## config.mk

```make
export PLATFORM = sky130hd
export DESIGN_NAME = fc_argmax_1
export DESIGN_NICKNAME = d
export VERILOG_FILES = /design/src/rtl/fc_argmax_1_pkg.sv /design/src/rtl/fc_argmax_cmp_1.sv /design/src/rtl/fc_argmax_1.sv
export SDC_FILE = /design/constraint.sdc
export NUM_CORES = 1
export LEC_CHECK = 0
export CELL_PAD_IN_SITES_DETAIL_PLACEMENT = 1
export CELL_PAD_IN_SITES_GLOBAL_PLACEMENT = 2
export CORE_MARGIN = 1
export CORE_UTILIZATION = 32
export CTS_CLUSTER_SIZE = 30
export DETAILED_ROUTE_END_ITERATION = 10
export PLACE_DENSITY_LB_ADDON = 0.25
export SLEW_MARGIN = 0
export SYNTH_ARGS = -nofsm -noshare
export SYNTH_HDL_FRONTEND = slang
export SYNTH_SLANG_ARGS = --single-unit
```

## constraint.sdc

```tcl
create_clock -name clock -period 2.9 [get_ports clock]
set_clock_uncertainty 0.2 [all_clocks]
set_input_delay 0.29 -clock clock [delete_from_list [all_inputs] [get_ports clock]]
set_output_delay 0.29 -clock clock [all_outputs]
set_load 0.005 [all_outputs]
```

## src/rtl/fc_argmax_1_pkg.sv

```systemverilog
// Shared parameters and FSM state type for the FC argmax classifier stage.
// These are the defaults that the fc_argmax_1 parameters start from.
package fc_argmax_1_pkg;

    localparam int FC_DATA_WIDTH_DEFAULT       = 16;
    localparam int FC_OUTNEURON_DEFAULT        = 10;
    localparam int FC_ADDR_WIDTH_DEFAULT       = 9;
    localparam int FC_COUNT_WIDTH_DEFAULT      = 4;

    // Frame-level states: wait for arm, gather scores, present result.
    typedef enum logic [1:0] {
        IDLE    = 2'd0,
        COLLECT = 2'd1,
        REPORT  = 2'd2
    } fc_argmax_state_t;

endpackage

```

## src/rtl/fc_argmax_cmp_1.sv

```systemverilog
// Combinational signed compare/select of an incoming (score, index) against the
// running winner. With FC_ARGMAX_TOP2_EN defined it also maintains the runner-up.
// Ties always keep the earlier-arriving score.
module fc_argmax_cmp_1 #(
    parameter int DATA_WIDTH_FC                = 16,
    parameter int FC_COUNT_OUT_NEURON_BITWIDTH = 4
) (
    input  logic [DATA_WIDTH_FC-1:0]                score,
    input  logic [FC_COUNT_OUT_NEURON_BITWIDTH-1:0] index,
    input  logic                                    take_first,
    input  logic [DATA_WIDTH_FC-1:0]                cur_max,
    input  logic [FC_COUNT_OUT_NEURON_BITWIDTH-1:0] cur_idx,
`ifdef FC_ARGMAX_TOP2_EN
    input  logic                                    take_second,
    input  logic [DATA_WIDTH_FC-1:0]                cur_second,
    input  logic [FC_COUNT_OUT_NEURON_BITWIDTH-1:0] cur_second_idx,
    output logic [DATA_WIDTH_FC-1:0]                new_second,
    output logic [FC_COUNT_OUT_NEURON_BITWIDTH-1:0] new_second_idx,
`endif
    output logic [DATA_WIDTH_FC-1:0]                new_max,
    output logic [FC_COUNT_OUT_NEURON_BITWIDTH-1:0] new_idx
);

    logic wins;

    // Strict signed compare; the first accepted score of a frame always wins so
    // an all-most-negative frame reports that score's own index.
    always_comb begin
        wins    = take_first || ($signed(score) > $signed(cur_max));
        new_max = wins ? score : cur_max;
        new_idx = wins ? index : cur_idx;
    end

`ifdef FC_ARGMAX_TOP2_EN
    // Runner-up: a new max demotes the old one, else strict > replaces; the
    // second accepted score seeds the slot unconditionally.
    always_comb begin
        new_second     = cur_second;
        new_second_idx = cur_second_idx;
        if (wins) begin
            new_second     = cur_max;
            new_second_idx = cur_idx;
        end else if (take_second || ($signed(score) > $signed(cur_second))) begin
            new_second     = score;
            new_second_idx = index;
        end
    end
`endif

endmodule

```

## src/rtl/fc_argmax_1.sv

```systemverilog
// FC argmax classifier: snoops the FC output-neuron write stream, keeps the
// running signed maximum over OUTNEURON scores per frame and reports the winning
// class index and score once per frame.
// Optional feature macro: FC_ARGMAX_TOP2_EN (adds second_out and margin outputs).
module fc_argmax_1
    import fc_argmax_1_pkg::*;
#(
    parameter int DATA_WIDTH_FC                = FC_DATA_WIDTH_DEFAULT,
    parameter int OUTNEURON                    = FC_OUTNEURON_DEFAULT,
    parameter int FC_OUTNEURON_ADDR_WIDTH      = FC_ADDR_WIDTH_DEFAULT,
    parameter int FC_COUNT_OUT_NEURON_BITWIDTH = FC_COUNT_WIDTH_DEFAULT
) (
    input  logic                                    clock,
    input  logic                                    reset,
    input  logic                                    enable,
    input  logic                                    in_valid,
    input  logic [FC_OUTNEURON_ADDR_WIDTH-1:0]      in_addr,
    input  logic [DATA_WIDTH_FC-1:0]                in_data,
    output logic                                    busy,
    output logic                                    class_valid,
    output logic [FC_COUNT_OUT_NEURON_BITWIDTH-1:0] class_out,
    output logic [DATA_WIDTH_FC-1:0]                max_score,
`ifdef FC_ARGMAX_TOP2_EN
    output logic [FC_COUNT_OUT_NEURON_BITWIDTH-1:0] second_out,
    output logic [DATA_WIDTH_FC:0]                  margin,
`endif
    output logic                                    err_addr
);

    localparam int CW = FC_COUNT_OUT_NEURON_BITWIDTH;
    localparam logic [DATA_WIDTH_FC-1:0] MOST_NEG = {1'b1, {(DATA_WIDTH_FC-1){1'b0}}};

    fc_argmax_state_t state, state_next;

    logic [CW-1:0]            count;
    logic [DATA_WIDTH_FC-1:0] run_max;
    logic [CW-1:0]            run_idx;
    logic [DATA_WIDTH_FC-1:0] cmp_max;
    logic [CW-1:0]            cmp_idx;
    logic                     in_range;
    logic                     accept;
    logic                     last;
    logic                     arm;

`ifdef FC_ARGMAX_TOP2_EN
    logic [DATA_WIDTH_FC-1:0] run_second;
    logic [CW-1:0]            run_second_idx;
    logic [DATA_WIDTH_FC-1:0] cmp_second;
    logic [CW-1:0]            cmp_second_idx;
`endif

    // Qualify the snooped write strobe for the current frame.
    always_comb begin
        in_range = (in_addr < FC_OUTNEURON_ADDR_WIDTH'(OUTNEURON));
        accept   = (state == COLLECT) && in_valid && in_range;
        last     = accept && (count == CW'(OUTNEURON - 1));
        arm      = (state != COLLECT) && enable;
    end

    fc_argmax_cmp_1 #(
        .DATA_WIDTH_FC                (DATA_WIDTH_FC),
        .FC_COUNT_OUT_NEURON_BITWIDTH (CW)
    ) u_cmp (
        .score          (in_data),
        .index          (in_addr[CW-1:0]),
        .take_first     (count == '0),
        .cur_max        (run_max),
        .cur_idx        (run_idx),
`ifdef FC_ARGMAX_TOP2_EN
        .take_second    (count == CW'(1)),
        .cur_second     (run_second),
        .cur_second_idx (run_second_idx),
        .new_second     (cmp_second),
        .new_second_idx (cmp_second_idx),
`endif
        .new_max        (cmp_max),
        .new_idx        (cmp_idx)
    );

    // State register.
    always_ff @(posedge clock) begin
        if (reset) begin
            state <= IDLE;
        end else begin
            state <= state_next;
        end
    end

    // Next-state logic: arm from IDLE/REPORT, leave COLLECT on the last score.
    always_comb begin
        state_next = state;
        unique case (state)
            IDLE:    state_next = enable ? COLLECT : IDLE;
            COLLECT: state_next = last ? REPORT : COLLECT;
            REPORT:  state_next = enable ? COLLECT : IDLE;
            default: state_next = IDLE;
        endcase
    end

    // Status outputs decoded from the state.
    always_comb begin
        busy        = (state == COLLECT);
        class_valid = (state == REPORT);
    end

    // Running winner, accepted-score counter and sticky address error.
    always_ff @(posedge clock) begin
        if (reset) begin
            count    <= '0;
            run_max  <= MOST_NEG;
            run_idx  <= '0;
            err_addr <= 1'b0;
        end else if (arm) begin
            count    <= '0;
            run_max  <= MOST_NEG;
            run_idx  <= '0;
            err_addr <= 1'b0;
        end else if (state == COLLECT && in_valid) begin
            if (in_range) begin
                count   <= count + CW'(1);
                run_max <= cmp_max;
                run_idx <= cmp_idx;
            end else begin
                err_addr <= 1'b1;
            end
        end
    end

    // Result registers: load the final winner (including the last score) so it
    // is visible in the REPORT cycle, then hold.
    always_ff @(posedge clock) begin
        if (reset) begin
            class_out <= '0;
            max_score <= '0;
        end else if (last) begin
            class_out <= cmp_idx;
            max_score <= cmp_max;
        end
    end

`ifdef FC_ARGMAX_TOP2_EN
    // Runner-up tracking, re-initialised alongside the running max.
    always_ff @(posedge clock) begin
        if (reset || arm) begin
            run_second     <= MOST_NEG;
            run_second_idx <= '0;
        end else if (accept) begin
            run_second     <= cmp_second;
            run_second_idx <= cmp_second_idx;
        end
    end

    // Top-2 result registers, updated together with class_out.
    always_ff @(posedge clock) begin
        if (reset) begin
            second_out <= '0;
            margin     <= '0;
        end else if (last) begin
            second_out <= cmp_second_idx;
            margin     <= {cmp_max[DATA_WIDTH_FC-1], cmp_max}
                        - {cmp_second[DATA_WIDTH_FC-1], cmp_second};
        end
    end
`endif

endmodule

```

### Word level (Yosys, flattened, before mapping)

Cells that the tools add are included.

* mux-type cells: 5
* reduce and logical (&&, ||, !) cells: 11
* $add $sub $neg: 1
* magnitude comparators: 2
* eq/ne operators: 4
* bitwise logic cells: 1

Operators by type and width (number)
* $gt 16x16->1: 1
* $mux 16: 1
* $lt 9x4->1 const B: 1
* $add 4x1->4 const B: 1
* $eq 4x4->1 const B: 1
* $logic_and 1x1->1: 4
* $logic_not 4->1: 1
* $mux 4: 1
* $pmux 2 s2: 1
* $reduce_and 2->1: 2
* $reduce_or 2->1: 2
* $eq 2x1->1 const B: 1
* $eq 2x2->1 const B: 1
* $logic_not 2->1: 1
* $mux 2: 1
* $ne 2x1->1 const B: 1
* $logic_or 1x1->1: 1
* $mux 1: 1
* $not 1->1: 1

* output and inout port bits: 23
* register bits: 47
* input bits: 29
* logic and storage cells: 31

### Depth between registers and ports, before layout

* depth after elaboration: 6
* gate-level depth with buffers: 10
* depth with buffers taken out: 8

### Hierarchy

From an unflattened synthesis, not the netlist that was laid out.

* cells, all modules: 283
* area, all modules: 2617.5 um2

Modules (own cells, without submodules)
* fc_argmax_1: sequential area each 940.9 um2, times used 1, area each 1863.0 um2, cells an instance 203
* fc_argmax_cmp_1: sequential area each 0.0 um2, times used 1, area each 754.5 um2, cells an instance 80

### Least setup slack after synthesis

Ideal clock, no wire load.

* path kind: flip-flop to flip-flop
* start point: register run_max[15]
* end point: register class_out[3]
* arrival time: 2.228 ns
* setup time: 0.147 ns
* period minus slack after synthesis: 2.575 ns
* data required time: 2.553 ns
* setup slack: 0.325 ns
* cell stages (with the launch flop): 11
* path buffers: 2
* cell sequence: dfxtp_1 -> inv_1 -> ha_1 -> nand4_2 -> or4_1 -> a21o_1 -> and3_1 -> clkbuf_2 -> buf_2 -> o211ai_1 -> a311oi_2

* cells in the longest elaborated chain, start to end: 3

Ends and longest elaborated chain
* start: declaration: line fc_argmax_1.sv:36 `logic [DATA_WIDTH_FC-1:0] run_max;`
* start signal: assignment: line fc_argmax_1.sv:121 `run_max <= cmp_max;`
* $gt 16x16->1: line fc_argmax_cmp_1.sv:29 `wins = take_first || ($signed(score) > $signed(cur_max));`
* $logic_or 1x1->1: line fc_argmax_cmp_1.sv:29
* $mux 4: line fc_argmax_cmp_1.sv:31 `new_idx = wins ? index : cur_idx;`
* end signal: assignment: line fc_argmax_1.sv:136 `class_out <= cmp_idx;`
* end: declaration: line fc_argmax_1.sv:21 `output logic [FC_COUNT_OUT_NEURON_BITWIDTH-1:0] class_out,`

No other way between the ends.
A chain may end at the register's enable or synchronous reset.

### Worst setup path after layout

* start point: input port in_data[14]
* end point: register max_score[14]

* cells in the longest elaborated chain, start to end: 3

Ends and longest elaborated chain
* start: declaration: line fc_argmax_1.sv:18 `input logic [DATA_WIDTH_FC-1:0] in_data,`
* $gt 16x16->1: line fc_argmax_cmp_1.sv:29
* $logic_or 1x1->1: line fc_argmax_cmp_1.sv:29
* $mux 16 *: line fc_argmax_cmp_1.sv:30 `new_max = wins ? score : cur_max;`
* end signal: assignment: line fc_argmax_1.sv:137 `max_score <= cmp_max;`
* end: declaration: line fc_argmax_1.sv:22 `output logic [DATA_WIDTH_FC-1:0] max_score,`

Mark *: on every way between the ends. The rest lies on a longest branch, timed or not.

==> results.py <==
metrics = {
    "sta": {
        "timing.final.crit_period_ps": 2820,
        "setup-violations-final": 0,
        "timing_worst_slew_pin_value_ps": 703,
        "finalHoldViolations": 0,
        "final_critical_path_setup_slack_ps": 80.0,
        "slew_viol_final": 0,
        "min_period_over_period_pct": 97.2,
        "max_freq_mhz": 355,
        "max-slew-margin-rel_pct": 53.0,
    },
    "synthesis": {
        "seq_area_frac_synth_pct": 32.4,
        "syn-instance-count": 326,
        "ys.warnings.count": 0,
        "net_count_after_synthesis": 374,
        "asyncSetResetFlopFracSynth_pct": 0,
        "number_of_enable_flip_flop_cells_after_synthesis": 0,
        "synthesis.area_per_instance_um2": 8.90,
        "ys_dominant_reg_cell": "sky130_fd_sc_hd__dfxtp_1",
        "ys_seq_elements": 47,
        "combined_area_of_all_synthesized_cells_mm2": 0.00290,
        "netlist-cell-type-count": 43,
    },
    "clock_network": {
        "cts_buffers": 5,
        "tritoncts": "built",
        "worstSkewPairLatency_ps": 290,
        "cts_max_path_buffers": 2,
        "cts.sink_count": 47,
        "htreeDepth": 2,
        "worst_setup_hold_path_clk_slew_ps": 90,
        "clock-root-buffer": "sky130_fd_sc_hd__clkbuf_8",
    },
    "floorplanning": {
        "core_region_area_mm2": 0.00876,
        "io-pin-count": 52,
        "die_width_um": 97.2,
        "die_area_mm2": 0.00945,
        "dieHeight_um": 97.2,
        "standard_cell_rows": 34,
        "floorplan.initialDensity_pct": 33.1,
    },
    "placement": {
        "place.port_buffers": 51,
        "gp_congestion": 0.794,
        "detailedPlace.worstSlack_ps": -258,
        "place_inst": 500,
        "post-dp-hpwl_um": 6620,
    },
    "power": {
        "power.static_leakage_nw": 1.42,
        "ir_worst_vdd_mv": 0.183,
        "power.density_cell_area_mw_per_mm2": 336,
    },
    "setup_path": {
        "worst_setup_path_end_kind": "flip-flop",
        "critical_path.startpoint": "in_data[14]",
        "timing_worst_setup_path_type": "input port to flip-flop",
        "critPathArrivalTime_ps": 2830,
        "worst_setup_sp_type": "input port",
        "crit_fanout": 22,
        "timing.reg2reg.setup_slack_ps": 160,
        "crit-reg2reg-launch": "run_max[7]$_SDFFE_PP0P_",
        "worstPathRequired_ps": 2910,
    },
    "cells_and_area": {
        "most-common-layout-cells": "49 x sky130_fd_sc_hd__clkdlybuf4s50_1, 47 x sky130_fd_sc_hd__dfxtp_1, 40 x sky130_fd_sc_hd__o211ai_1, 40 x sky130_fd_sc_hd__buf_4, 32 x sky130_fd_sc_hd__nand2_1",
        "fillerInstances": 1023,
        "finalNonFillerCells": 508,
        "diodes": 0,
        "final_net_count": 448,
        "flow.area_growth_from_synthesis_pct": 36.7,
        "post_route_cells_drive_above_1_share_pct": 21.0,
        "layout_commonest_cell": "sky130_fd_sc_hd__clkdlybuf4s50_1",
    },
    "detailed_routing": {
        "wl_um": 9150,
        "post_drt_via_cell_ratio": 5.47,
        "detailroute.via_count": 2779,
        "drc_errors": 0,
        "postRouteAntennaNets": 0,
        "avgRoutedWirePerCell_um": 18.0,
        "firstDrtPassIters": 4,
        "first_drt_iteration_drcs": 65,
    },
    "status": {
        "run_status": "finished clean",
    },
    "global_route": {
        "globalRoute.totalOverflow": 0,
        "first_pass_grt_wire_length_um": 15200,
        "grt_max_degree": 43,
        "global_route_usage_over_all_layers_pct": 19.9,
        "antenna_found_initial": 0,
        "grt_pass1_vias": 2987,
    },
    "worst_hold_path": {
        "timing.hold.worst.class": "input port to flip-flop",
        "hold_path.startpoint": "in_data[2]",
    },
    "job": {
        "maxCapViolations": 0,
    },
}
synthesized netlist by cell type (2+ instances only):
cell	count	area (um^2)
sky130_fd_sc_hd__nor3b_1	2	15.0
sky130_fd_sc_hd__a21o_1	3	22.5
sky130_fd_sc_hd__a21oi_1	8	40.0
sky130_fd_sc_hd__a2bb2oi_1	21	184
sky130_fd_sc_hd__a311oi_2	20	300
sky130_fd_sc_hd__nor3_2	2	20.0
sky130_fd_sc_hd__inv_1	20	75.1
sky130_fd_sc_hd__clkbuf_1	11	41.3
sky130_fd_sc_hd__buf_2	15	75.1
sky130_fd_sc_hd__xor2_1	2	17.5
sky130_fd_sc_hd__nand2_1	32	120
sky130_fd_sc_hd__ha_1	19	238
sky130_fd_sc_hd__o31ai_1	14	105
sky130_fd_sc_hd__o21ai_1	5	25.0
sky130_fd_sc_hd__nor4_1	2	12.5
sky130_fd_sc_hd__o211ai_1	40	300
sky130_fd_sc_hd__nor2b_1	2	12.5
sky130_fd_sc_hd__nand4_1	4	25.0
sky130_fd_sc_hd__nor2_1	31	116
sky130_fd_sc_hd__or4_4	2	22.5
sky130_fd_sc_hd__buf_6	2	22.5
sky130_fd_sc_hd__dfxtp_1	47	941
sky130_fd_sc_hd__nor3_1	2	10.0
critical path, stage by stage:
cell and delay (ps):
sky130_fd_sc_hd__clkdlybuf4s50_1 460, sky130_fd_sc_hd__ha_1 370, sky130_fd_sc_hd__nand4_4 150, sky130_fd_sc_hd__or4_4 570
sky130_fd_sc_hd__a21o_1 190, sky130_fd_sc_hd__and3_1 210, sky130_fd_sc_hd__buf_12 180, sky130_fd_sc_hd__a2bb2oi_1 160
sky130_fd_sc_hd__a311oi_2 240
worst paths after layout:
check | to | depth (start not counted)
max | max_score[14]$_SDFFE_PP0P_ | 9
max reg2reg | run_max[13]$_SDFFE_PP0P_ | 9
min | run_max[2]$_SDFFE_PP0P_ | 3
min reg2reg | run_idx[3]$_SDFFE_PP0P_ | 2
repair_timing:
item                                    CTS  global route
endpoints found under the setup margin    1            40
pin swaps                                 0             1
gates resized for setup                   1             6
buffers inserted                          0             1
hold buffers                              0             0
sequential cells by signal (all words and copies together), names as in the netlist:
name       cells
max_score     16
run_max       16
class_out      4
state          2
count          4
err_addr       1
run_idx        4
logic make-up (layout without fill, tap and decap cells):
kind of cell,count (synthesis),after routing,synth area share [%]
buffers and inverters,49,123,7.55
AND/OR/NAND/NOR,90,90,15.4
flip-flops,47,47,32.4
XOR/XNOR,3,3,0.906
adder cells (fa/ha/maj),19,19,8.20
AO/OA/AOI/OAI,117,117,35.2
multiplexers,1,1,0.345
power by group:
group          internal (W)  switching, W  leakage [nW]
combinational      0.000107      0.000105         0.988
sequential         0.000647    0.00000196         0.379
clock              0.000253      0.000219        0.0513
total               0.00101      0.000326          1.42
layer usage:
metal | global-route usage, % | routed length (um) | vias up
met4 | 4.59 | 106 | 0
met1 | 25.5 | 4230 | 1356
li1 | - | - | 1374
met3 | 2.45 | 191 | 10
met5 | 0 | 0 | -
met2 | 35.5 | 4620 | 39
per-stage QoR:
stage	utilization, %	setup TNS (ps)	instance area (um^2)	power [W]	hold WS [ps]
after floorplan	-	0	2900	0.000762	158
after global placement	43.5	-7770	3810	0.000867	240
after detailed placement	43.5	-8310	3810	0.000872	250
after CTS	44.7	0	3920	0.00135	265
after global routing	45.2	-153	3970	0.00140	206
final	45.2	0	3970	0.00133	197
cell type report:
class                           count  area (um^2)  share of cell area (%)
Timing Repair Buffer               96          916                    23.1
Tap cell                          108          135                    3.41
Multi-Input combinational cell    230         1800                    45.3
Sequential cell                    47          941                    23.7
Clock inverter                      1         30.0                   0.757
Inverter                           20         75.1                    1.89
Clock buffer                        6         72.6                    1.83
Power figures use the tool's default switching activity.
